--- config.mk ---
export PLATFORM = sky130hd
export DESIGN_NAME = id_ex_stage_flat
export DESIGN_NICKNAME = d
export VERILOG_FILES = /design/src/rtl/alu_defs_pkg.sv /design/src/rtl/id_ex_stage_if.sv /design/src/rtl/id_ex_stage_fwd_unit.sv /design/src/rtl/id_ex_stage.sv /design/src/flat_wrapper.sv
export SDC_FILE = /design/constraint.sdc
export NUM_CORES = 1
export LEC_CHECK = 0
export ABC_AREA = 1
export ABC_CLOCK_PERIOD_IN_PS = 2050
export CORE_MARGIN = 8
export CORE_UTILIZATION = 35
export DETAILED_ROUTE_END_ITERATION = 12
export GPL_TIMING_DRIVEN = 1
export PLACE_DENSITY = 0.81
export SYNTH_ARGS = -nofsm -noshare
export SYNTH_HDL_FRONTEND = slang
export SYNTH_SLANG_ARGS = --single-unit
--- constraint.sdc ---
create_clock -name clk -period 2.05 [get_ports clk]
set_clock_uncertainty 0.1 [all_clocks]
set_input_delay 0.41 -clock clk [delete_from_list [all_inputs] [get_ports clk]]
set_output_delay 0.41 -clock clk [all_outputs]
set_load 0.1 [all_outputs]
--- src/rtl/alu_defs_pkg.sv ---
// Shared ALU opcodes, register/data widths, EX pipeline register layout and
// the register-match helpers used by the hazard/forwarding logic.
package alu_defs_pkg;
   localparam int REG_W  = 5;
   localparam int DATA_W = 32;

   typedef enum logic [3:0] {
      ALU_ADD = 4'd0,
      ALU_SUB = 4'd1,
      ALU_AND = 4'd2,
      ALU_OR  = 4'd3,
      ALU_SLT = 4'd4,
      ALU_LUI = 4'd5
   } alu_op_e;

   typedef logic [REG_W-1:0]  reg_idx_t;
   typedef logic [DATA_W-1:0] data_t;

   typedef struct packed {
      logic       valid;
      logic [3:0] aluop;
      reg_idx_t   rs;
      reg_idx_t   rt;
      reg_idx_t   dst;
      data_t      rs_data;
      data_t      rt_data;
      data_t      imm;
      logic       use_imm;
      logic       reg_write;
      logic       mem_read;
      logic       mem_write;
   } ex_reg_t;

   // A producer only matches when it writes a real register (r0 is hardwired).
   function automatic logic reg_hit(reg_idx_t src, logic we, reg_idx_t dst);
      return we && (dst != '0) && (dst == src);
   endfunction

   function automatic data_t fwd_pick(reg_idx_t src, data_t regval,
                                      logic exm_we, reg_idx_t exm_dst, data_t exm_res,
                                      logic mwb_we, reg_idx_t mwb_dst, data_t mwb_res);
      if (reg_hit(src, exm_we, exm_dst)) return exm_res;
      if (reg_hit(src, mwb_we, mwb_dst)) return mwb_res;
      return regval;
   endfunction
endpackage

--- src/rtl/id_ex_stage_if.sv ---
// ID->EX bundle: ID instruction fields, flush, bypass buses and EX outputs.
interface id_ex_stage_if;
   import alu_defs_pkg::*;

   logic       id_valid;
   logic [3:0] id_aluop;
   reg_idx_t   id_rs, id_rt, id_dst;
   data_t      id_rs_data, id_rt_data, id_imm;
   logic       id_use_imm, id_rt_used, id_reg_write, id_mem_read, id_mem_write;
   logic       flush;
   logic       exm_reg_write, mwb_reg_write;
   reg_idx_t   exm_dst, mwb_dst;
   data_t      exm_result, mwb_result;
   logic       id_stall;
   logic       ex_valid;
   logic [3:0] ex_aluop;
   data_t      ex_input1, ex_input2, ex_store_data;
   reg_idx_t   ex_dst;
   logic       ex_reg_write, ex_mem_read, ex_mem_write;

   modport master (
      output id_valid, id_aluop, id_rs, id_rt, id_dst, id_rs_data, id_rt_data, id_imm,
             id_use_imm, id_rt_used, id_reg_write, id_mem_read, id_mem_write, flush,
             exm_reg_write, exm_dst, exm_result, mwb_reg_write, mwb_dst, mwb_result,
      input  id_stall, ex_valid, ex_aluop, ex_input1, ex_input2, ex_store_data, ex_dst,
             ex_reg_write, ex_mem_read, ex_mem_write
   );

   modport slave (
      input  id_valid, id_aluop, id_rs, id_rt, id_dst, id_rs_data, id_rt_data, id_imm,
             id_use_imm, id_rt_used, id_reg_write, id_mem_read, id_mem_write, flush,
             exm_reg_write, exm_dst, exm_result, mwb_reg_write, mwb_dst, mwb_result,
      output id_stall, ex_valid, ex_aluop, ex_input1, ex_input2, ex_store_data, ex_dst,
             ex_reg_write, ex_mem_read, ex_mem_write
   );
endinterface

--- src/rtl/id_ex_stage_fwd_unit.sv ---
// fwd_unit: load-use / RAW hazard detection and EX operand forwarding.
// FORWARD_EN defined: bypass from EX/MEM then MEM/WB; undefined: stall on any RAW.
module fwd_unit
   import alu_defs_pkg::*;
(
   input  logic     rst_n,
   input  logic     flush,
   input  logic     id_valid,
   input  logic     id_rt_used,
   input  reg_idx_t id_rs,
   input  reg_idx_t id_rt,
   input  logic     ex_valid,
   input  logic     ex_mem_read,
   input  logic     ex_reg_write,
   input  reg_idx_t ex_dst,
   input  reg_idx_t ex_rs,
   input  reg_idx_t ex_rt,
   input  data_t    ex_rs_data,
   input  data_t    ex_rt_data,
   input  logic     exm_reg_write,
   input  reg_idx_t exm_dst,
   input  data_t    exm_result,
   input  logic     mwb_reg_write,
   input  reg_idx_t mwb_dst,
   input  data_t    mwb_result,
   output logic     stall,
   output data_t    rs_fwd,
   output data_t    rt_fwd
);
   logic load_use, raw, unused_ok;

   assign load_use = ex_valid && ex_mem_read && (ex_dst != '0) && id_valid &&
                     ((ex_dst == id_rs) || (id_rt_used && (ex_dst == id_rt)));

`ifdef FORWARD_EN
   assign rs_fwd = fwd_pick(ex_rs, ex_rs_data, exm_reg_write, exm_dst, exm_result,
                            mwb_reg_write, mwb_dst, mwb_result);
   assign rt_fwd = fwd_pick(ex_rt, ex_rt_data, exm_reg_write, exm_dst, exm_result,
                            mwb_reg_write, mwb_dst, mwb_result);
   assign raw       = 1'b0;
   assign unused_ok = ex_reg_write;
`else
   logic rs_raw, rt_raw;
   assign rs_raw = reg_hit(id_rs, ex_valid && ex_reg_write, ex_dst) ||
                   reg_hit(id_rs, exm_reg_write, exm_dst) ||
                   reg_hit(id_rs, mwb_reg_write, mwb_dst);
   assign rt_raw = reg_hit(id_rt, ex_valid && ex_reg_write, ex_dst) ||
                   reg_hit(id_rt, exm_reg_write, exm_dst) ||
                   reg_hit(id_rt, mwb_reg_write, mwb_dst);
   assign raw       = id_valid && (rs_raw || (id_rt_used && rt_raw));
   assign rs_fwd    = ex_rs_data;
   assign rt_fwd    = ex_rt_data;
   assign unused_ok = ^{ex_rs, ex_rt, exm_result, mwb_result};
`endif

   // Flush kills the ID instruction, so there is nothing left to stall.
   assign stall = rst_n && !flush && (load_use || raw);
endmodule

--- src/rtl/id_ex_stage.sv ---
// ID->EX pipeline register with bubble insertion; hazards and operand
// forwarding come from fwd_unit (forwarding gated by FORWARD_EN).
module id_ex_stage
   import alu_defs_pkg::*;
(
   input  logic         clk,
   input  logic         rst_n,
   id_ex_stage_if.slave bus
);
   ex_reg_t ex_q, ex_d;
   logic    stall;
   data_t   rs_fwd, rt_fwd;

   fwd_unit u_fwd (
      .rst_n         (rst_n),
      .flush         (bus.flush),
      .id_valid      (bus.id_valid),
      .id_rt_used    (bus.id_rt_used),
      .id_rs         (bus.id_rs),
      .id_rt         (bus.id_rt),
      .ex_valid      (ex_q.valid),
      .ex_mem_read   (ex_q.mem_read),
      .ex_reg_write  (ex_q.reg_write),
      .ex_dst        (ex_q.dst),
      .ex_rs         (ex_q.rs),
      .ex_rt         (ex_q.rt),
      .ex_rs_data    (ex_q.rs_data),
      .ex_rt_data    (ex_q.rt_data),
      .exm_reg_write (bus.exm_reg_write),
      .exm_dst       (bus.exm_dst),
      .exm_result    (bus.exm_result),
      .mwb_reg_write (bus.mwb_reg_write),
      .mwb_dst       (bus.mwb_dst),
      .mwb_result    (bus.mwb_result),
      .stall         (stall),
      .rs_fwd        (rs_fwd),
      .rt_fwd        (rt_fwd)
   );

   // A bubble is an all-zero register: invalid, no side effects, ALU_ADD.
   always_comb begin
      ex_d       = '0;
      ex_d.aluop = ALU_ADD;
      if (bus.id_valid && !bus.flush && !stall) begin
         ex_d.valid     = 1'b1;
         ex_d.aluop     = bus.id_aluop;
         ex_d.rs        = bus.id_rs;
         ex_d.rt        = bus.id_rt;
         ex_d.dst       = bus.id_dst;
         ex_d.rs_data   = bus.id_rs_data;
         ex_d.rt_data   = bus.id_rt_data;
         ex_d.imm       = bus.id_imm;
         ex_d.use_imm   = bus.id_use_imm;
         ex_d.reg_write = bus.id_reg_write;
         ex_d.mem_read  = bus.id_mem_read;
         ex_d.mem_write = bus.id_mem_write;
      end
   end

   always_ff @(posedge clk or negedge rst_n) begin
      if (!rst_n) ex_q <= '0;
      else        ex_q <= ex_d;
   end

   assign bus.id_stall      = stall;
   assign bus.ex_valid      = ex_q.valid;
   assign bus.ex_aluop      = ex_q.aluop;
   assign bus.ex_input1     = rs_fwd;
   assign bus.ex_input2     = ex_q.use_imm ? ex_q.imm : rt_fwd;
   assign bus.ex_store_data = rt_fwd;
   assign bus.ex_dst        = ex_q.dst;
   assign bus.ex_reg_write  = ex_q.reg_write;
   assign bus.ex_mem_read   = ex_q.mem_read;
   assign bus.ex_mem_write  = ex_q.mem_write;
endmodule

--- src/flat_wrapper.sv ---
// flat-port wrapper written by rule: the top's interface ports become plain ports
module id_ex_stage_flat import alu_defs_pkg::*;
  (clk, rst_n, bus_id_valid, bus_id_aluop, bus_id_rs, bus_id_rt, bus_id_dst, bus_id_rs_data, bus_id_rt_data, bus_id_imm, bus_id_use_imm, bus_id_rt_used, bus_id_reg_write, bus_id_mem_read, bus_id_mem_write, bus_flush, bus_exm_reg_write, bus_exm_dst, bus_exm_result, bus_mwb_reg_write, bus_mwb_dst, bus_mwb_result, bus_id_stall, bus_ex_valid, bus_ex_aluop, bus_ex_input1, bus_ex_input2, bus_ex_store_data, bus_ex_dst, bus_ex_reg_write, bus_ex_mem_read, bus_ex_mem_write);
  id_ex_stage_if bus_i ();
  input  logic clk;
  input  logic rst_n;
  input wire logic [$bits(bus_i.id_valid)-1:0] bus_id_valid;
  input wire logic [$bits(bus_i.id_aluop)-1:0] bus_id_aluop;
  input wire logic [$bits(bus_i.id_rs)-1:0] bus_id_rs;
  input wire logic [$bits(bus_i.id_rt)-1:0] bus_id_rt;
  input wire logic [$bits(bus_i.id_dst)-1:0] bus_id_dst;
  input wire logic [$bits(bus_i.id_rs_data)-1:0] bus_id_rs_data;
  input wire logic [$bits(bus_i.id_rt_data)-1:0] bus_id_rt_data;
  input wire logic [$bits(bus_i.id_imm)-1:0] bus_id_imm;
  input wire logic [$bits(bus_i.id_use_imm)-1:0] bus_id_use_imm;
  input wire logic [$bits(bus_i.id_rt_used)-1:0] bus_id_rt_used;
  input wire logic [$bits(bus_i.id_reg_write)-1:0] bus_id_reg_write;
  input wire logic [$bits(bus_i.id_mem_read)-1:0] bus_id_mem_read;
  input wire logic [$bits(bus_i.id_mem_write)-1:0] bus_id_mem_write;
  input wire logic [$bits(bus_i.flush)-1:0] bus_flush;
  input wire logic [$bits(bus_i.exm_reg_write)-1:0] bus_exm_reg_write;
  input wire logic [$bits(bus_i.exm_dst)-1:0] bus_exm_dst;
  input wire logic [$bits(bus_i.exm_result)-1:0] bus_exm_result;
  input wire logic [$bits(bus_i.mwb_reg_write)-1:0] bus_mwb_reg_write;
  input wire logic [$bits(bus_i.mwb_dst)-1:0] bus_mwb_dst;
  input wire logic [$bits(bus_i.mwb_result)-1:0] bus_mwb_result;
  output wire logic [$bits(bus_i.id_stall)-1:0] bus_id_stall;
  output wire logic [$bits(bus_i.ex_valid)-1:0] bus_ex_valid;
  output wire logic [$bits(bus_i.ex_aluop)-1:0] bus_ex_aluop;
  output wire logic [$bits(bus_i.ex_input1)-1:0] bus_ex_input1;
  output wire logic [$bits(bus_i.ex_input2)-1:0] bus_ex_input2;
  output wire logic [$bits(bus_i.ex_store_data)-1:0] bus_ex_store_data;
  output wire logic [$bits(bus_i.ex_dst)-1:0] bus_ex_dst;
  output wire logic [$bits(bus_i.ex_reg_write)-1:0] bus_ex_reg_write;
  output wire logic [$bits(bus_i.ex_mem_read)-1:0] bus_ex_mem_read;
  output wire logic [$bits(bus_i.ex_mem_write)-1:0] bus_ex_mem_write;
  assign bus_i.id_valid = bus_id_valid;
  assign bus_i.id_aluop = bus_id_aluop;
  assign bus_i.id_rs = bus_id_rs;
  assign bus_i.id_rt = bus_id_rt;
  assign bus_i.id_dst = bus_id_dst;
  assign bus_i.id_rs_data = bus_id_rs_data;
  assign bus_i.id_rt_data = bus_id_rt_data;
  assign bus_i.id_imm = bus_id_imm;
  assign bus_i.id_use_imm = bus_id_use_imm;
  assign bus_i.id_rt_used = bus_id_rt_used;
  assign bus_i.id_reg_write = bus_id_reg_write;
  assign bus_i.id_mem_read = bus_id_mem_read;
  assign bus_i.id_mem_write = bus_id_mem_write;
  assign bus_i.flush = bus_flush;
  assign bus_i.exm_reg_write = bus_exm_reg_write;
  assign bus_i.exm_dst = bus_exm_dst;
  assign bus_i.exm_result = bus_exm_result;
  assign bus_i.mwb_reg_write = bus_mwb_reg_write;
  assign bus_i.mwb_dst = bus_mwb_dst;
  assign bus_i.mwb_result = bus_mwb_result;
  assign bus_id_stall = bus_i.id_stall;
  assign bus_ex_valid = bus_i.ex_valid;
  assign bus_ex_aluop = bus_i.ex_aluop;
  assign bus_ex_input1 = bus_i.ex_input1;
  assign bus_ex_input2 = bus_i.ex_input2;
  assign bus_ex_store_data = bus_i.ex_store_data;
  assign bus_ex_dst = bus_i.ex_dst;
  assign bus_ex_reg_write = bus_i.ex_reg_write;
  assign bus_ex_mem_read = bus_i.ex_mem_read;
  assign bus_ex_mem_write = bus_i.ex_mem_write;
  id_ex_stage u_core (.clk(clk), .rst_n(rst_n), .bus(bus_i));
endmodule
==> results.md, run 1 <==
- Result of the run: finished, violations left
- Violations in the final reports: setup timing
- Clock transition at the registers of the reported paths: 70 ps
- Clock sink total: 110
- Net count after synthesis: 777
- Transition time at the pin with the least slew margin: 583.4 ps
- Area of the die: 19010 sq um
- Effective utilization at floorplan: 0.3578
- Number of max-cap violations: 0
- Root buf cell: sky130_fd_sc_hd__clkbuf_16
- Post-route setup TNS: -185.7 ps
- Final standard cell count with taps included and fillers excluded: 954
- FF/Latch Area: 2764 sq um
- Number of distinct standard cells referenced by the synthesized netlist: 18
- Mean Syn Cell Area: 9.012 sq um
- Classification of the worst setup path: reg2out
- Via density: 4.137
- CTS H-tree lvls: 3
- Final cell area excluding filler cells: 8223 sq um
- CP required: 1540 ps
- Global route total overflow: 0
- DRT iter0 DRCs: 144
- Antenna Violating Nets Remaining: 0
- Fmax: 0.4473 GHz
- Number of placement rows: 44
- Total area of multi-input combinational cells: 1403 sq um
- Slowest cell on the critical path: sky130_fd_sc_hd__dfrtp_2
- CP Cell Sequence: xor2_1 > nor2_1 > nand3_1 > nand2_1 > nand2_1 > nand3_2 > nand2_2 > clkinvlp_4 > buf_12
- Weighted congestion at the end of routability-driven global placement: 0.8678
- Max-slew headroom: 0.6111
- Nets: 964
- Start point of the critical path: u_core.bus.ex_dst[0]$_DFF_PN0_
- Worst vdd rail ir drop: 0.3771 mV
- Reg2reg start: u_core.bus.ex_dst[0]$_DFF_PN0_
- Launching element type of the critical path: register
- All-layer global routing usage: 0.1495
- RSZ-0062 raised after global routing: true
- Initial antenna violation count: 1
- Top-level I/O count: 310
- Slowest Stage Delay on Critical Path: 450 ps
- Final critical delay including setup and external delays: 2236 ps
- Count of placed standard cells including taps: 924
- Final setup vio count: 1
- Synth Register Bits: 110
- Path class of the lowest-slack min-delay path: in2async
- Critical Path Sink Type: primary output
- Standard cell area after detailed placement: 7557 sq um
- Drt pass-1 iters: 6
- Worst endpoint data arrival time: 1730 ps
- Fraction of final layout cells sized beyond drive strength 1: 0.2601
- Register area share after synthesis: 0.5294
- Crit path top cell by count: sky130_fd_sc_hd__nand2_1
- Final WS setup: -185.7 ps
- Syn. warnings: 0
- Clock insertion delay at the later pin of the skew report: 340 ps
- Number of hold violations in the final report: 0
- Vias in the first global route: 4088
- PnR Total Power: 5.689 mW
- Power density cells: 691.8 nW/um^2
- DR DRC count: 0
- Core area: 14530 sq um
- LEAKAGE: 4.475 nW
- Bufs on Longest Clock Path: 2
- Chip width: 137.9 microns
- Netlist area before placement: 5200 sq um
- Routed wirelength normalized by instance count: 16.24 microns
- Number of buffers created by CTS: 9
- Highest net fanout along the worst path: 5
- Count of final max-slew check failures: 0
- HPWL reported at the end of detailed placement: 11220 microns
- Final worst hold slack: 54.29 ps
- Clock tree from TritonCTS: done
- Synthesis-to-layout area growth: 58.13%
- Wire length of the first global-routing pass: 21680 microns
- Period utilization: 1.091
- Pre-CTS setup slack: -515.7 ps
- Post-layout util: 0.5658
- Filler Cells Inserted: 1252
- Number of vias in the routed layout: 3947
- Final Routed Wirelength: 15490 microns
- Pin count of the biggest net entering global routing: 111
- Chip height: 137.9 microns
- Cell count after synthesis: 577
- Port bufs: 245
==> worst max-delay path: cells and delay by family (launching register included) <==
kind	cells	cell delay, ps
and+or+nand+nor	6	490
DFF	1	450
buffers and inverters	2	260
xor gates and xnor gates	1	180
==> power by group <==
group	total [mW]	internal [mW]	leakage [nW]	switching (mW)
clock network	1.78	0.985	0.137	0.796
logic	1.61	0.591	2.87	1.02
registers	2.30	2.25	1.47	0.0422
==> layer usage <==
metal	part of all wire	up-vias	track usage
met1	0.37	1859	0.1570
met3	0.076	11	0.04239
met5	0	-	0
met2	0.54	136	0.2754
met4	0.015	0	0.05791
li1	-	1941	-
==> path summary, 6_finish.rpt <==
kind,end,slack (ps),depth (start not counted)
min reg2reg,u_core.ex_q[78]$_DFF_PN0_,1140,9
max,bus_id_stall,-190,9
min,u_core.ex_q[60]$_DFF_PN0_,50,2
max reg2reg,u_core.ex_q[46]$_DFF_PN0_,110,11
min in group clk,u_core.ex_q[48]$_DFF_PN0_,470,3
max in group asynchronous,u_core.bus.ex_reg_write$_DFF_PN0_,1310,2
==> cell usage after synthesis <==
cell | n | area [sq um]
sky130_fd_sc_hd__nand3_1 | 9 | 45.04
sky130_fd_sc_hd__nor3_1 | 1 | 5.000
sky130_fd_sc_hd__a22oi_1 | 1 | 7.510
sky130_fd_sc_hd__buf_2 | 1 | 5.000
sky130_fd_sc_hd__nand2_1 | 47 | 176.4
sky130_fd_sc_hd__inv_1 | 137 | 514.2
sky130_fd_sc_hd__o21ai_0 | 1 | 5.000
sky130_fd_sc_hd__buf_6 | 11 | 123.9
sky130_fd_sc_hd__clkbuf_1 | 1 | 3.750
sky130_fd_sc_hd__xor2_1 | 10 | 87.58
sky130_fd_sc_hd__xnor2_1 | 4 | 35.03
sky130_fd_sc_hd__nor2_1 | 133 | 499.2
sky130_fd_sc_hd__nand4_1 | 2 | 12.51
sky130_fd_sc_hd__buf_1 | 3 | 11.26
sky130_fd_sc_hd__o211ai_1 | 1 | 7.510
sky130_fd_sc_hd__mux2_2 | 32 | 360.4
sky130_fd_sc_hd__dfrtp_1 | 110 | 2753
sky130_fd_sc_hd__buf_4 | 73 | 548.0
==> placed cells by master (no fill, tap or decap) <==
master | Yosys | layout
sky130_fd_sc_hd__o21ai_0 | 1 | 1
sky130_fd_sc_hd__clkbuf_16 | 0 | 15
sky130_fd_sc_hd__buf_4 | 73 | 77
sky130_fd_sc_hd__nor3_1 | 1 | 1
sky130_fd_sc_hd__nor2_1 | 133 | 129
sky130_fd_sc_hd__nand4_1 | 2 | 2
sky130_fd_sc_hd__mux2_4 | 0 | 32
sky130_fd_sc_hd__nor2_2 | 0 | 4
sky130_fd_sc_hd__buf_16 | 0 | 1
sky130_fd_sc_hd__dfrtp_2 | 0 | 9
sky130_fd_sc_hd__nand3_1 | 9 | 8
sky130_fd_sc_hd__inv_1 | 137 | 136
sky130_fd_sc_hd__buf_12 | 0 | 46
sky130_fd_sc_hd__clkdlybuf4s50_1 | 0 | 114
sky130_fd_sc_hd__nand2_8 | 0 | 1
sky130_fd_sc_hd__clkinvlp_4 | 0 | 5
sky130_fd_sc_hd__nand2_2 | 0 | 2
sky130_fd_sc_hd__clkbuf_8 | 0 | 1
sky130_fd_sc_hd__diode_2 | 0 | 1
sky130_fd_sc_hd__clkdlybuf4s15_1 | 0 | 1
sky130_fd_sc_hd__a22oi_2 | 0 | 1
sky130_fd_sc_hd__nand2_1 | 47 | 44
sky130_fd_sc_hd__xnor2_1 | 4 | 4
sky130_fd_sc_hd__clkbuf_2 | 0 | 2
sky130_fd_sc_hd__inv_6 | 0 | 1
sky130_fd_sc_hd__dlygate4sd2_1 | 0 | 17
sky130_fd_sc_hd__nand3_2 | 0 | 1
sky130_fd_sc_hd__xor2_1 | 10 | 10
sky130_fd_sc_hd__dfrtp_1 | 110 | 101
sky130_fd_sc_hd__bufinv_16 | 0 | 1
sky130_fd_sc_hd__buf_6 | 11 | 1
sky130_fd_sc_hd__o211ai_1 | 1 | 1
==> state kept, by name (all words and copies together) (netlist names) <==
| register | count |
|---|---|
| u_core.ex_q | 97 |
| u_core.bus.ex_dst | 5 |
| u_core.bus.ex_aluop | 4 |
| u_core.bus.ex_mem_read | 1 |
| u_core.bus.ex_mem_write | 1 |
| u_core.bus.ex_reg_write | 1 |
| u_core.bus.ex_valid | 1 |
==> logic make-up after synthesis <==
group           count (synthesis)  share of synthesized area
simple gates                  192                     0.1420
buf+inv                       226                     0.2320
xor+xnor                       14                    0.02358
flops                         110                     0.5294
mux                            32                    0.06930
compound gates                  3                   0.003850
==> area by class of cell <==
cell class	instances	share of cell area
multi-input cells	241	0.1706
clock inverters	6	0.008369
diodes	1	0.0003043
inverters	137	0.06299
flip-flops and latches	110	0.3361
well taps	184	0.02800
clock buffers	10	0.02906
repair buffers	265	0.3646
==> what timing repair did <==
| action | CTS | global route |
|---|---|---|
| hold buffers | 0 | 0 |
| endpoints found under the setup margin | 120 | 136 |
| cloned | 1 | 5 |
| setup buffers | 4 | 5 |
| resized for setup | 30 | 45 |
| pin swaps | 4 | 7 |
(Power assumes the default switching activity.)
==> run 2: changes to the inputs <==
--- a/config.mk
+++ b/config.mk
@@ -12,6 +12,7 @@
 export DETAILED_ROUTE_END_ITERATION = 12
 export GPL_TIMING_DRIVEN = 1
 export PLACE_DENSITY = 0.81
+export SKIP_LAST_GASP = 1
 export SYNTH_ARGS = -nofsm -noshare
 export SYNTH_HDL_FRONTEND = slang
 export SYNTH_SLANG_ARGS = --single-unit
==> run 2 against run 1 <==
The flow still finishes with violations (setup timing). Critical path depth unchanged. Sequential share of layout area rose by 0.23 points. Register-to-register slack about the same. Flip-flop and latch count unchanged. Total power fell by 0.26%. Combinational power about the same. Final cell count unchanged. Sequential power about the same. Global-route usage about the same. Via count down 0.51%. Worst setup slack gained 1.2 ps. Worst hold slack gained 2.2 ps.
==> results.md, run 2 (synthesis gave the netlist of run 1 again) <==
- Path class of the lowest-slack min-delay path: in2async
- Fraction of final layout cells sized beyond drive strength 1: 0.2601
- Final critical delay including setup and external delays: 2234 ps
- Violations in the final reports: setup timing
- HPWL reported at the end of detailed placement: 11220 microns
- Drt pass-1 iters: 4
- Number of hold violations in the final report: 0
- Max-slew headroom: 0.6094
- Effective utilization at floorplan: 0.3578
- Final WS setup: -184.4 ps
- Initial antenna violation count: 1
- Reg2reg start: u_core.bus.ex_dst[0]$_DFF_PN0_
- Leading cell type in the layout, fill and taps excluded: sky130_fd_sc_hd__inv_1
- Reg-to-reg critical path endpoint: u_core.ex_q[61]$_DFF_PN0_
- Area of the die: 19010 sq um
- Port bufs: 245
- Top-level I/O count: 310
- LEAKAGE: 4.447 nW
- Transition time at the pin with the least slew margin: 585.9 ps
- Wire length of the first global-routing pass: 21670 microns
- Count of hold buffers inserted by post-cts repair: 0
- Classification of the worst setup path: reg2out
- Clock tree from TritonCTS: done
- Number of max-cap violations: 0
- Count of final max-slew check failures: 0
- Number of cell instances on the worst register-to-register path: 11
- Result of the run: finished, violations left
- Register with the most flip-flops: u_core.ex_q
- Power density cells: 694.7 nW/um^2
- Chip width: 137.9 microns
- RSZ-0062 raised after global routing: true
- Most used cells in the layout excluding fill and tap cells: sky130_fd_sc_hd__inv_1, sky130_fd_sc_hd__nor2_1, sky130_fd_sc_hd__clkdlybuf4s50_1, sky130_fd_sc_hd__dfrtp_1, sky130_fd_sc_hd__buf_4
- Pin count of the biggest net entering global routing: 111
- Number of vias in the routed layout: 3927
- Critical Path Sink Type: primary output
- Final worst hold slack: 56.50 ps
- PnR Total Power: 5.673 mW
- Launching element type of the critical path: register
- Fmax: 0.4475 GHz
- Core area: 14530 sq um
- Flip-flop count of the largest register, all copies and words added: 97
- Number of buffers created by CTS: 9
- Root buf cell: sky130_fd_sc_hd__clkbuf_16
- Worst vdd rail ir drop: 0.3764 mV
- Standard cell area after detailed placement: 7557 sq um
- Antenna Violating Nets Remaining: 0
- Final Routed Wirelength: 15460 microns
- Clock transition at the registers of the reported paths: 70 ps
- Final setup vio count: 9
- Clock sink total: 110
- Via density: 4.116
- Nets: 964
- Routed wirelength normalized by instance count: 16.20 microns
- Post-layout util: 0.5619
- CP required: 1540 ps
- Global route total overflow: 0
- Synthesis-to-layout area growth: 57.05%
- CTS H-tree lvls: 3
- Weighted congestion at the end of routability-driven global placement: 0.8678
- Chip height: 137.9 microns
- Number of placement rows: 44
- Bufs on Longest Clock Path: 2
- DRT iter0 DRCs: 135
- Clock insertion delay at the later pin of the skew report: 340 ps
- Worst endpoint data arrival time: 1720 ps
- All-layer global routing usage: 0.1494
- Final cell area excluding filler cells: 8167 sq um
- Setup slack, reg-to-reg: 110 ps
- DR DRC count: 0
- Period utilization: 1.090
- Highest net fanout along the worst path: 5
- Pre-CTS setup slack: -515.7 ps
- Vias in the first global route: 4088
## run 2: worst max-delay path: stages (launching register included)
cell,delay [ps]
sky130_fd_sc_hd__dfrtp_2,450
sky130_fd_sc_hd__xor2_1,180
sky130_fd_sc_hd__nor2_1,130
sky130_fd_sc_hd__nand3_1,90
sky130_fd_sc_hd__nand2_1,80
sky130_fd_sc_hd__nand2_1,60
sky130_fd_sc_hd__nand3_2,60
sky130_fd_sc_hd__nand2_2,70
sky130_fd_sc_hd__clkinvlp_4,90
sky130_fd_sc_hd__buf_12,170
## run 2: where the power goes
group,switching [mW],internal [mW]
Sequential,0.0412,2.25
Combinational,1.02,0.583
Clock,0.794,0.985
Total,1.85,3.82
## run 2: worst max path at each step
stage | from | endpoint | slack [ps] | cells past startpoint
detailed placement | bus_id_rs[2] | u_core.bus.ex_aluop[1]$_DFF_PN0_ | -520 | 14
global placement | bus_id_rs[2] | u_core.ex_q[66]$_DFF_PN0_ | -480 | 14
CTS | u_core.bus.ex_dst[0]$_DFF_PN0_ | bus_id_stall | -190 | 9
global route | bus_exm_dst[0] | bus_id_stall | -280 | 12
finish | u_core.bus.ex_dst[0]$_DFF_PN0_ | bus_id_stall | -180 | 9
floorplan | u_core.bus.ex_mem_read$_DFF_PN0_ | bus_id_stall | 20 | 6
## run 2: stage by stage
stage,std cells,setup TNS (ps)
final,954,-353.1
after global routing,954,-1724
after CTS,945,-1545
after detailed placement,924,-52510
after global placement,924,-51480
after floorplan,577,0
## run 2: final cells by class
class,count,area [sq um]
antenna,1,2.502
fill,1262,6367
clock inverter,6,68.82
inverter,137,518.0
timing repair buffer,265,2998
tap,184,230.2
clock buffer,10,239.0
multi-input combinational,241,1346
sequential,110,2764
## run 2: what timing repair did
item                       CTS  global route
setup buffers                4             5
cloned                       1             5
pin swaps                    4             7
resized for setup           29            31
setup endpoints to repair  120           121
## run 2: routing by layer
metal  track usage  up-vias  wire (microns)
met5             0        -               0
met4       0.05791        0             227
met3       0.04239       11            1190
met2        0.2754      132            8311
met1        0.1568     1841            5729
li1              -     1943               -
==> run 3: changes to the inputs <==
--- a/config.mk
+++ b/config.mk
@@ -5,13 +5,12 @@
 export SDC_FILE = /design/constraint.sdc
 export NUM_CORES = 1
 export LEC_CHECK = 0
-export ABC_AREA = 1
 export ABC_CLOCK_PERIOD_IN_PS = 2050
 export CORE_MARGIN = 8
 export CORE_UTILIZATION = 35
 export DETAILED_ROUTE_END_ITERATION = 12
-export GPL_TIMING_DRIVEN = 1
-export PLACE_DENSITY = 0.81
+export GPL_TIMING_DRIVEN = 0
+export PLACE_DENSITY = 0.78
 export SKIP_LAST_GASP = 1
 export SYNTH_ARGS = -nofsm -noshare
 export SYNTH_HDL_FRONTEND = slang
==> run 3 against run 2 <==
The flow finishes with violations (hold timing, setup timing). Core utilization increased by 5.0 points. Sequential share of layout area shrank 6.3 points. Total power is 1.0% higher. Critical path depth decreased by 2. Wire length grew 28%. Combinational power grew 10%. Final area up 23%. Register-to-register slack lost 410 ps. Clock power decreased by 6%. Count of clock-buffer cells in the layout is 1 higher. Synthesized area rose by 11%. Critical endpoint unchanged. Largest power group unchanged.
==> results.md, run 3 <==
- Weighted congestion at the end of routability-driven global placement: 0.8115
- Bufs on Longest Clock Path: 2
- Initial antenna violation count: 1
- Power density cells: 572.7 nW/um^2
- Chip height: 144.5 microns
- Share of total power in sequential cells: 0.401
- Cell taking the most area after synthesis: sky130_fd_sc_hd__dfrtp_1
- Final WS setup: -536.1 ps
- Wire length of the first global-routing pass: 27270 microns
- All-layer global routing usage: 0.1729
- Area contributors post-synth: sky130_fd_sc_hd__dfrtp_1, sky130_fd_sc_hd__nor3_2, sky130_fd_sc_hd__buf_4
- Final worst hold slack: -168.5 ps
- CP Cell Sequence: xor2_1 > nor4_2 > a32oi_1 > o22ai_2 > buf_8 > o21a_4 > buf_12
- CTS H-tree lvls: 3
- Standard cell area after detailed placement: 8547 sq um
- Vias in the first global route: 4956
- DR DRC count: 0
- Async set or reset register ratio after synthesis: 1.000
- Final cell area excluding filler cells: 10010 sq um
- Core area: 16350 sq um
- Clock transition at the registers of the reported paths: 70 ps
- Worst vdd rail ir drop: 0.3412 mV
- Worst endpoint data arrival time: 2080 ps
- DRT iter0 DRCs: 154
- Register area share after synthesis: 0.4763
- Path class of the lowest-slack min-delay path: in2async
- Pin count of the biggest net entering global routing: 60
- Switching power: 1.953 mW
- Final critical delay including setup and external delays: 2586 ps
- Launching element type of the critical path: register
- Critical Path Sink Type: primary output
- Number of max-cap violations: 0
- Most used cells in the layout excluding fill and tap cells: sky130_fd_sc_hd__clkdlybuf4s50_1, sky130_fd_sc_hd__nand2_1, sky130_fd_sc_hd__dfrtp_1, sky130_fd_sc_hd__nor3_2, sky130_fd_sc_hd__buf_4
- Nets: 1016
- Result of the run: finished, violations left
- Number of distinct standard cells referenced by the synthesized netlist: 24
- Number of synthesized flops with an enable pin: 0
- Slowest Stage Delay on Critical Path: 440 ps
- Leading cell type in the layout, fill and taps excluded: sky130_fd_sc_hd__clkdlybuf4s50_1
- Portion of synthesized cell area occupied by the leading cell type: 0.4763
- Net Sw Frac: 0.3408
- Relative contribution of the clock network to total power: 0.292
- Chip width: 144.5 microns
- HPWL reported at the end of detailed placement: 13520 microns
- RSZ-0062 raised after global routing: true
- Violations in the final reports: hold timing, setup timing
- Synth Register Bits: 110
- Clock sink total: 110
- Top_reg_cell synth: sky130_fd_sc_hd__dfrtp_1
- Global route total overflow: 0
- Number of placement rows: 47
- Net count after synthesis: 728
- Period utilization: 1.261
- Transition time at the pin with the least slew margin: 578.3 ps
- Most instantiated cells after synthesis: sky130_fd_sc_hd__dfrtp_1, sky130_fd_sc_hd__nand2_1, sky130_fd_sc_hd__nor3_2
- Slowest cell on the critical path: sky130_fd_sc_hd__dfrtp_1
- Flip-flop count of the largest register, all copies and words added: 97
- Netlist area before placement: 5779 sq um
- Number of vias in the routed layout: 4745
- Pre-CTS setup slack: -1888 ps
- Antenna diodes: 0
- Syn. warnings: 0
- CP required: 1540 ps
- LEAKAGE: 4.768 nW
- Clock insertion delay at the later pin of the skew report: 340 ps
- Cell-internal power: 3.777 mW
- Mean Syn Cell Area: 10.95 sq um
- Clock tree from TritonCTS: done
- Final Routed Wirelength: 19770 microns
- Count of final max-slew check failures: 0
- Post-route setup TNS: -15540 ps
- Root buf cell: sky130_fd_sc_hd__clkbuf_16
- Fmax: 0.3867 GHz
- Effective utilization at floorplan: 0.3535
- Fraction of final layout cells sized beyond drive strength 1: 0.4970
- Share of total power in combinational logic: 0.307
- Number of buffers created by CTS: 9
- Max-slew headroom: 0.6163
- Final setup vio count: 112
- Highest net fanout along the worst path: 3
- Cell count after synthesis: 528
- Drt pass-1 iters: 5
- Area of the die: 20880 sq um
- Number of hold violations in the final report: 54
- PnR Total Power: 5.730 mW
- Top-level I/O count: 310
- Register with the most flip-flops: u_core.ex_q
- Antenna Violating Nets Remaining: 0
- Port bufs: 245
- Via density: 4.558
- Routed wirelength normalized by instance count: 18.99 microns
- Classification of the worst setup path: reg2out
- Synthesis-to-layout area growth: 73.13%
[run 3: power groups by stage]
stage	registers (mW)	logic [mW]	clock network, mW
after CTS	2.30	1.68	1.72
after floorplan	2.35	1.03	0
after global routing	2.31	1.84	1.79
final	2.30	1.76	1.67
after detailed placement	2.34	1.64	0
after global placement	2.34	1.62	0
[run 3: cell families (layout without fill, tap and decap cells)]
group                     count (synthesis)  in the layout  share of synthesized area
AOI/OAI and AO/OA                         8              8                    0.01039
xor gates and xnor gates                 30             30                    0.04546
buffers and inverters                   113            406                     0.1464
DFF                                     110            110                     0.4763
muxes                                    32             32                    0.06235
and+or+nand+nor                         235            235                     0.2591
[run 3: what timing repair did]
item                                    CTS  global route
endpoints found under the hold margin    54            54
pin swaps                                10            10
resized for setup                       522           113
endpoints found under the setup margin  220           132
setup buffers                            10            10
gates cloned                              1            14
[run 3: path summary, 6_finish.rpt]
kind,start,to,slack [ps],cells past startpoint
worst min-delay path,rst_n,u_core.ex_q[44]$_DFF_PN0_,-170,1
worst min register to register,u_core.bus.ex_valid$_DFF_PN0_,u_core.ex_q[4]$_DFF_PN0_,1050,5
worst max-delay path,u_core.bus.ex_dst[0]$_DFF_PN0_,bus_id_stall,-540,7
min in group clk,bus_id_mem_read,u_core.bus.ex_mem_read$_DFF_PN0_,480,3
worst max register to register,u_core.bus.ex_dst[0]$_DFF_PN0_,u_core.ex_q[96]$_DFF_PN0_,-300,12
max in group asynchronous,rst_n,u_core.ex_q[33]$_DFF_PN0_,1420,2
[run 3: cell type report]
type,count,area [sq um]
fillers,1336,6342
clock buffers,11,242.7
clock inverters,5,35.03
plain buffers,110,964.7
repair buffers,280,3337
multi-input cells,305,2392
flip-flops and latches,110,2759
well taps,220,275.3
[run 3: through the flow]
stage / cells / utilization
global route: 1041 / 0.6120
detailed placement: 994 / 0.5228
finish: 1041 / 0.6120
global placement: 993 / 0.5210
floorplan: 528 / -
CTS: 1020 / 0.5623
[run 3: critical path: cells and delay by family, from the launching register on]
| family | cells | cell delay [ps] |
|---|---|---|
| compound gates | 3 | 540 |
| xor+xnor | 1 | 180 |
| buf+inv | 2 | 330 |
| flops | 1 | 440 |
| simple gates | 1 | 250 |
[run 3: layer usage]
layer,vias up,wire [microns],track usage
met1,2297,7615,0.1987
li1,2245,-,-
met4,2,528,0.06079
met5,-,13,0
met2,167,9820,0.2875
met3,34,1789,0.06702
==> RTL change 1, RTL diff (settings of run 3) <==
Change the package constant `DATA_W` from 32 to 36.
--- a/src/rtl/alu_defs_pkg.sv
+++ b/src/rtl/alu_defs_pkg.sv
@@ -4,3 +4,3 @@
    localparam int REG_W  = 5;
-   localparam int DATA_W = 32;
+   localparam int DATA_W = 36;
 
Ports: changed (8 resized); port bits go from 310 to 342. No check against the original RTL was run, so the function may have changed too.
==> RTL change 1 against run 3 <==
The flow still finishes with violations (hold timing, setup timing); count of clock-buffer cells in the layout up 7; clock power is 79% higher; area after synthesis rose by 6.6%; routed wire length is 7.0% higher; power grew 30%; worst setup slack worse by 0.067 ns; cell area grew 8.0%; sequential cell count rose by 12.
==> RTL change 1: results (changes against run 3) <==
[synthesis]
synth-seq-area-share_pct = 49.5  ; was 47.6%
synthesis.nets = 800  ; was 728
synthTopCellsByCount = dfrtp_1, nand2_1, buf_4  ; was dfrtp_1, nand2_1, nor3_2
syn-instance-count = 580  ; was 528
synth_compound_area_share_pct = 1.22  ; was 1.04%
muxShareOfSynthArea_pct = 6.58  ; was 6.24%
synth_xor_area_share_pct = 4.26  ; was 4.55%
ys_types = 24  ; unchanged
synth.area.top_cells = dfrtp_1, nor3_2, buf_4  ; unchanged

[sta]
setup_viol = 136  ; was 112
worst_slew_pin_slew_ns = 0.587  ; was 0.578 ns
whs_ns = -0.220  ; was -0.169 ns
fin_ws_ns = -0.603  ; was -0.536 ns
tns_ns = -34.42  ; was -15.54 ns
finalHoldViolations = 60  ; was 54

[place]
placement.setup.worst_slack_ns = -2.07  ; was -1.89 ns
port_buffers = 269  ; was 245
dpl.hpwl_um = 15000  ; was 13500 µm
place.gp.congestion = 0.804  ; was 0.812

[critical_path]
worstPathArrival_ns = 2.14  ; was 2.08 ns
critPathMaxFanout = 2  ; was 3
critPathMaxStageDelay_ns = 0.41  ; was 0.44 ns

[cells_and_area]
nFillCells = 1342  ; was 1336
largest_register_ffs = 109  ; was 97
layout-drive-gt1-share_pct = 47.4  ; was 49.7%
instances_no_fill = 1143  ; was 1041

[outcome]
violations = hold timing, setup timing  ; unchanged
status = complete, but fails checks  ; unchanged

[detailed_routing]
drt-met1-wl_um = 8320  ; was 7620 µm
dr_wl_met3_um = 1940  ; was 1790 µm
vias_per_cell = 4.52  ; was 4.56
wirelength_um = 21200  ; was 19800 µm
wl_met2_um = 10500  ; was 9820 µm
drtIter0Drc = 177  ; was 154

[grt]
grt_pass1_vias = 5627  ; was 4956
grt_use_met2_pct = 32.4  ; was 28.7%
track_usage_pct = 18.9  ; was 17.3%
grt_pass1_wl_um = 31900  ; was 27300 µm
grt_start_max_net_pins = 66  ; was 60
grt_use_met3_pct = 7.35  ; was 6.70%

[cts]
cts_made_buffers = 17  ; was 9
h-tree-depth = 4  ; was 3
clkSlewWorstSetupHoldPaths_ns = 0.05  ; was 0.07 ns
post_cts_resized = 629  ; was 522
post-cts-setup-buffers = 23  ; was 10
clk-insertion-delay-late_ns = 0.41  ; was 0.34 ns

[pwr]
power.density_mw_per_mm2 = 688  ; was 573 mW/mm²
netSwitchingPower_mw = 2.41  ; was 1.95 mW
peakVddDrop_v = 0.000535  ; was 0.000341 V
p_leak_nw = 5.20  ; was 4.77 nW

RTL change 1: cell types whose count changed in the layout (fill, tap and decap cells not counted), moves of 12 or more:
| cell | change |
|---|---|
| nor3_1 | +36 |
| nor3_2 | -13 |
| dfrtp_1 | +12 |
| clkdlybuf4s50_1 | +16 |
| buf_4 | +17 |
| nand2_1 | +12 |
RTL change 1: worst paths after layout:
kind                            slack, ns                             end                         startpoint  cells after the start
worst min-delay path                -0.22       u_core.ex_q[63]$_DFF_PN0_                              rst_n                      1
worst min register to register       1.19       u_core.ex_q[37]$_DFF_PN0_  u_core.bus.ex_reg_write$_DFF_PN0_                      6
max in group asynchronous            1.41  u_core.bus.ex_dst[3]$_DFF_PN0_                              rst_n                      2
worst max register to register      -0.46       u_core.ex_q[78]$_DFF_PN0_     u_core.bus.ex_dst[2]$_DFF_PN0_                     14
worst max-delay path                -0.60                    bus_id_stall     u_core.bus.ex_dst[2]$_DFF_PN0_                      7
min in group clk                     0.42       u_core.ex_q[42]$_DFF_PN0_                  bus_id_rt_data[2]                      3
RTL change 1: logic make-up after synthesis:
| family | count (synthesis) |
|---|---|
| AOI/OAI and AO/OA | 8 |
| xor gates and xnor gates | 30 |
| buffers and inverters | 125 |
| DFF | 122 |
| muxes | 36 |
| and+or+nand+nor | 259 |
RTL change 1: final cells by class:
cell class,instances,area (µm²),share of cell area [%]
buffer,123,1050,9.68
clock buffer,18,439,4.06
clock inverter,14,145,1.34
multi-input combinational,333,2400,22.2
sequential,122,3060,28.3
tap,225,282,2.60
timing repair buffer,308,3440,31.8
RTL change 1: power by group through the flow:
stage	combinational (mW)	clock, mW	sequential (mW)
final	1.90	2.99	2.55
after global routing	1.99	3.15	2.56
after CTS	1.87	3.04	2.55
after detailed placement	1.80	0	2.59
after global placement	1.78	0	2.59
after floorplan	1.13	0	2.60
==> RTL change 2, RTL diff (settings of run 3) <==
Without the edit above. Reset style: synchronous (`rst_n`), changed in one clocked block.
--- a/src/rtl/id_ex_stage.sv
+++ b/src/rtl/id_ex_stage.sv
@@ -59,3 +59,3 @@
 
-   always_ff @(posedge clk or negedge rst_n) begin
+   always_ff @(posedge clk) begin
       if (!rst_n) ex_q <= '0;
Formal check against the unedited RTL: differs if rst_n is asserted again (counterexample within 4 cycles, from zero or initial values and one cycle with rst_n low); with rst_n held inactive, the same outputs for 10 cycles.
==> RTL change 2 against run 3 <==
Area after synthesis shrank 9.3%; sequential power shrank 3%; the flow finishes with violations (setup timing); cell area shrank 16%; via count shrank 9.7%; clock power grew 7%; global-route usage shrank 0.58 points; worst setup slack gained 0.13 ns; routed wire length shrank 18%; sequential cell count is the same; power shrank 9.4%.
==> RTL change 2: results (changes against run 3) <==
[sta]
fin_ws_ns = -0.406  ; was -0.536 ns
relSlewSlack_pct = 60.5  ; was 61.6%
tns_ns = -0.406  ; was -15.54 ns
setup_viol = 1  ; was 112

[outcome]
status = complete, but fails checks  ; unchanged
violations = setup timing  ; was hold timing, setup timing

[critical_path]
crit_start = bus_id_rt[0]  ; was u_core.bus.ex_dst[0]$_DFF_PN0_
crit_slowest_cell = o22ai_2  ; was dfrtp_1
worstPathArrival_ns = 1.95  ; was 2.08 ns
critPathMaxStageDelay_ns = 0.26  ; was 0.44 ns
worstRegToRegCells = 7  ; was 12
r2r-start = u_core.bus.ex_dst[4]$_SDFF_PN0_  ; was u_core.bus.ex_dst[0]$_DFF_PN0_

[synthesis]
async_flop_share_pct = 0  ; was 100%
syn-instance-count = 526  ; was 528
synth.area.top_cells = dfxtp_1, nor3_2, buf_4  ; was dfrtp_1, nor3_2, buf_4
synth-seq-area-share_pct = 42.0  ; was 47.6%
synthTopCellsByCount = dfxtp_1, nand2_1, nor3_2  ; was dfrtp_1, nand2_1, nor3_2

[place]
placed_area_mm2 = 0.00794  ; was 0.00855 mm²
placement.setup.worst_slack_ns = -1.83  ; was -1.89 ns
place.gp.congestion = 0.840  ; was 0.812
place_inst = 955  ; was 994

[pwr]
peakVddDrop_v = 0.000526  ; was 0.000341 V

[grt]
grt_pass1_wl_um = 25800  ; was 27300 µm
grt_start_max_net_pins = 19  ; was 60
track_usage_pct = 16.7  ; was 17.3%
antenna_found_initial = 0  ; was 1
grt_pass1_vias = 4586  ; was 4956

[detailed_routing]
wirelength_um = 16300  ; was 19800 µm
dr.pass1.iters = 4  ; was 5
drtIter0Drc = 139  ; was 154
vias_per_cell = 4.40  ; was 4.56

[cts]
clockBufferDepth = 2  ; unchanged
clkSlewWorstSetupHoldPaths_ns = 0.07  ; about the same

[hold_path]
hold_class = input pin to flop  ; was input pin to async pin

[cells_and_area]
layout-drive-gt1-share_pct = 49.1  ; was 49.7%
nets = 985  ; was 1016

==> RTL change 2: cells by family after synthesis <==
family / share of synthesized area, %
DFF: 42.0
muxes: 6.87
buffers and inverters: 16.2
and+or+nand+nor: 28.5
xor gates and xnor gates: 5.01
AOI/OAI and AO/OA: 1.36
==> RTL change 2: what timing repair did <==
item                                    4_1_cts  5_1_grt
pin swaps                                    13        1
endpoints found under the setup margin      210      117
buffers inserted                              5        0
gates resized for setup                     507       33
==> RTL change 2: where the power goes <==
part	internal, mW	switching, mW
combinational	0.462	0.731
sequential	2.20	0.0246
clock	0.958	0.819
total	3.62	1.57
==> RTL change 2: layer usage <==
metal  routed length, µm  track usage (%)  part of all wire, %
met5                   0                0                    0
met4                 176             4.18                  1.1
met3                1240             6.30                  7.6
met2                8180             28.8                   50
met1                6700             19.0                   41
==> RTL change 2: cell type report <==
class,instances,area [µm²]
clock inverters,6,70.1
fillers,1292,6220
flip-flops and latches,110,2220
clock buffers,10,229
repair buffers,250,2520
plain buffers,111,883
multi-input cells,303,2220
well taps,184,230
==> RTL change 2: final timing paths <==
kind / slack, ns / end
worst max register to register: 0.07 / u_core.ex_q[82]$_SDFF_PN0_
worst min register to register: 0.72 / u_core.ex_q[43]$_SDFF_PN0_
worst max-delay path: -0.41 / bus_id_stall
worst min-delay path: 0.48 / u_core.ex_q[91]$_SDFF_PN0_
==> RTL change 2: worst reg2reg max path, cell delays in order (launching register included) <==
cell	delay [ns]
dfxtp_4	0.36
or4_4	0.53
o221ai_2	0.15
a21oi_2	0.07
buf_6	0.13
buf_4	0.19
buf_6	0.18
nor3_2	0.20
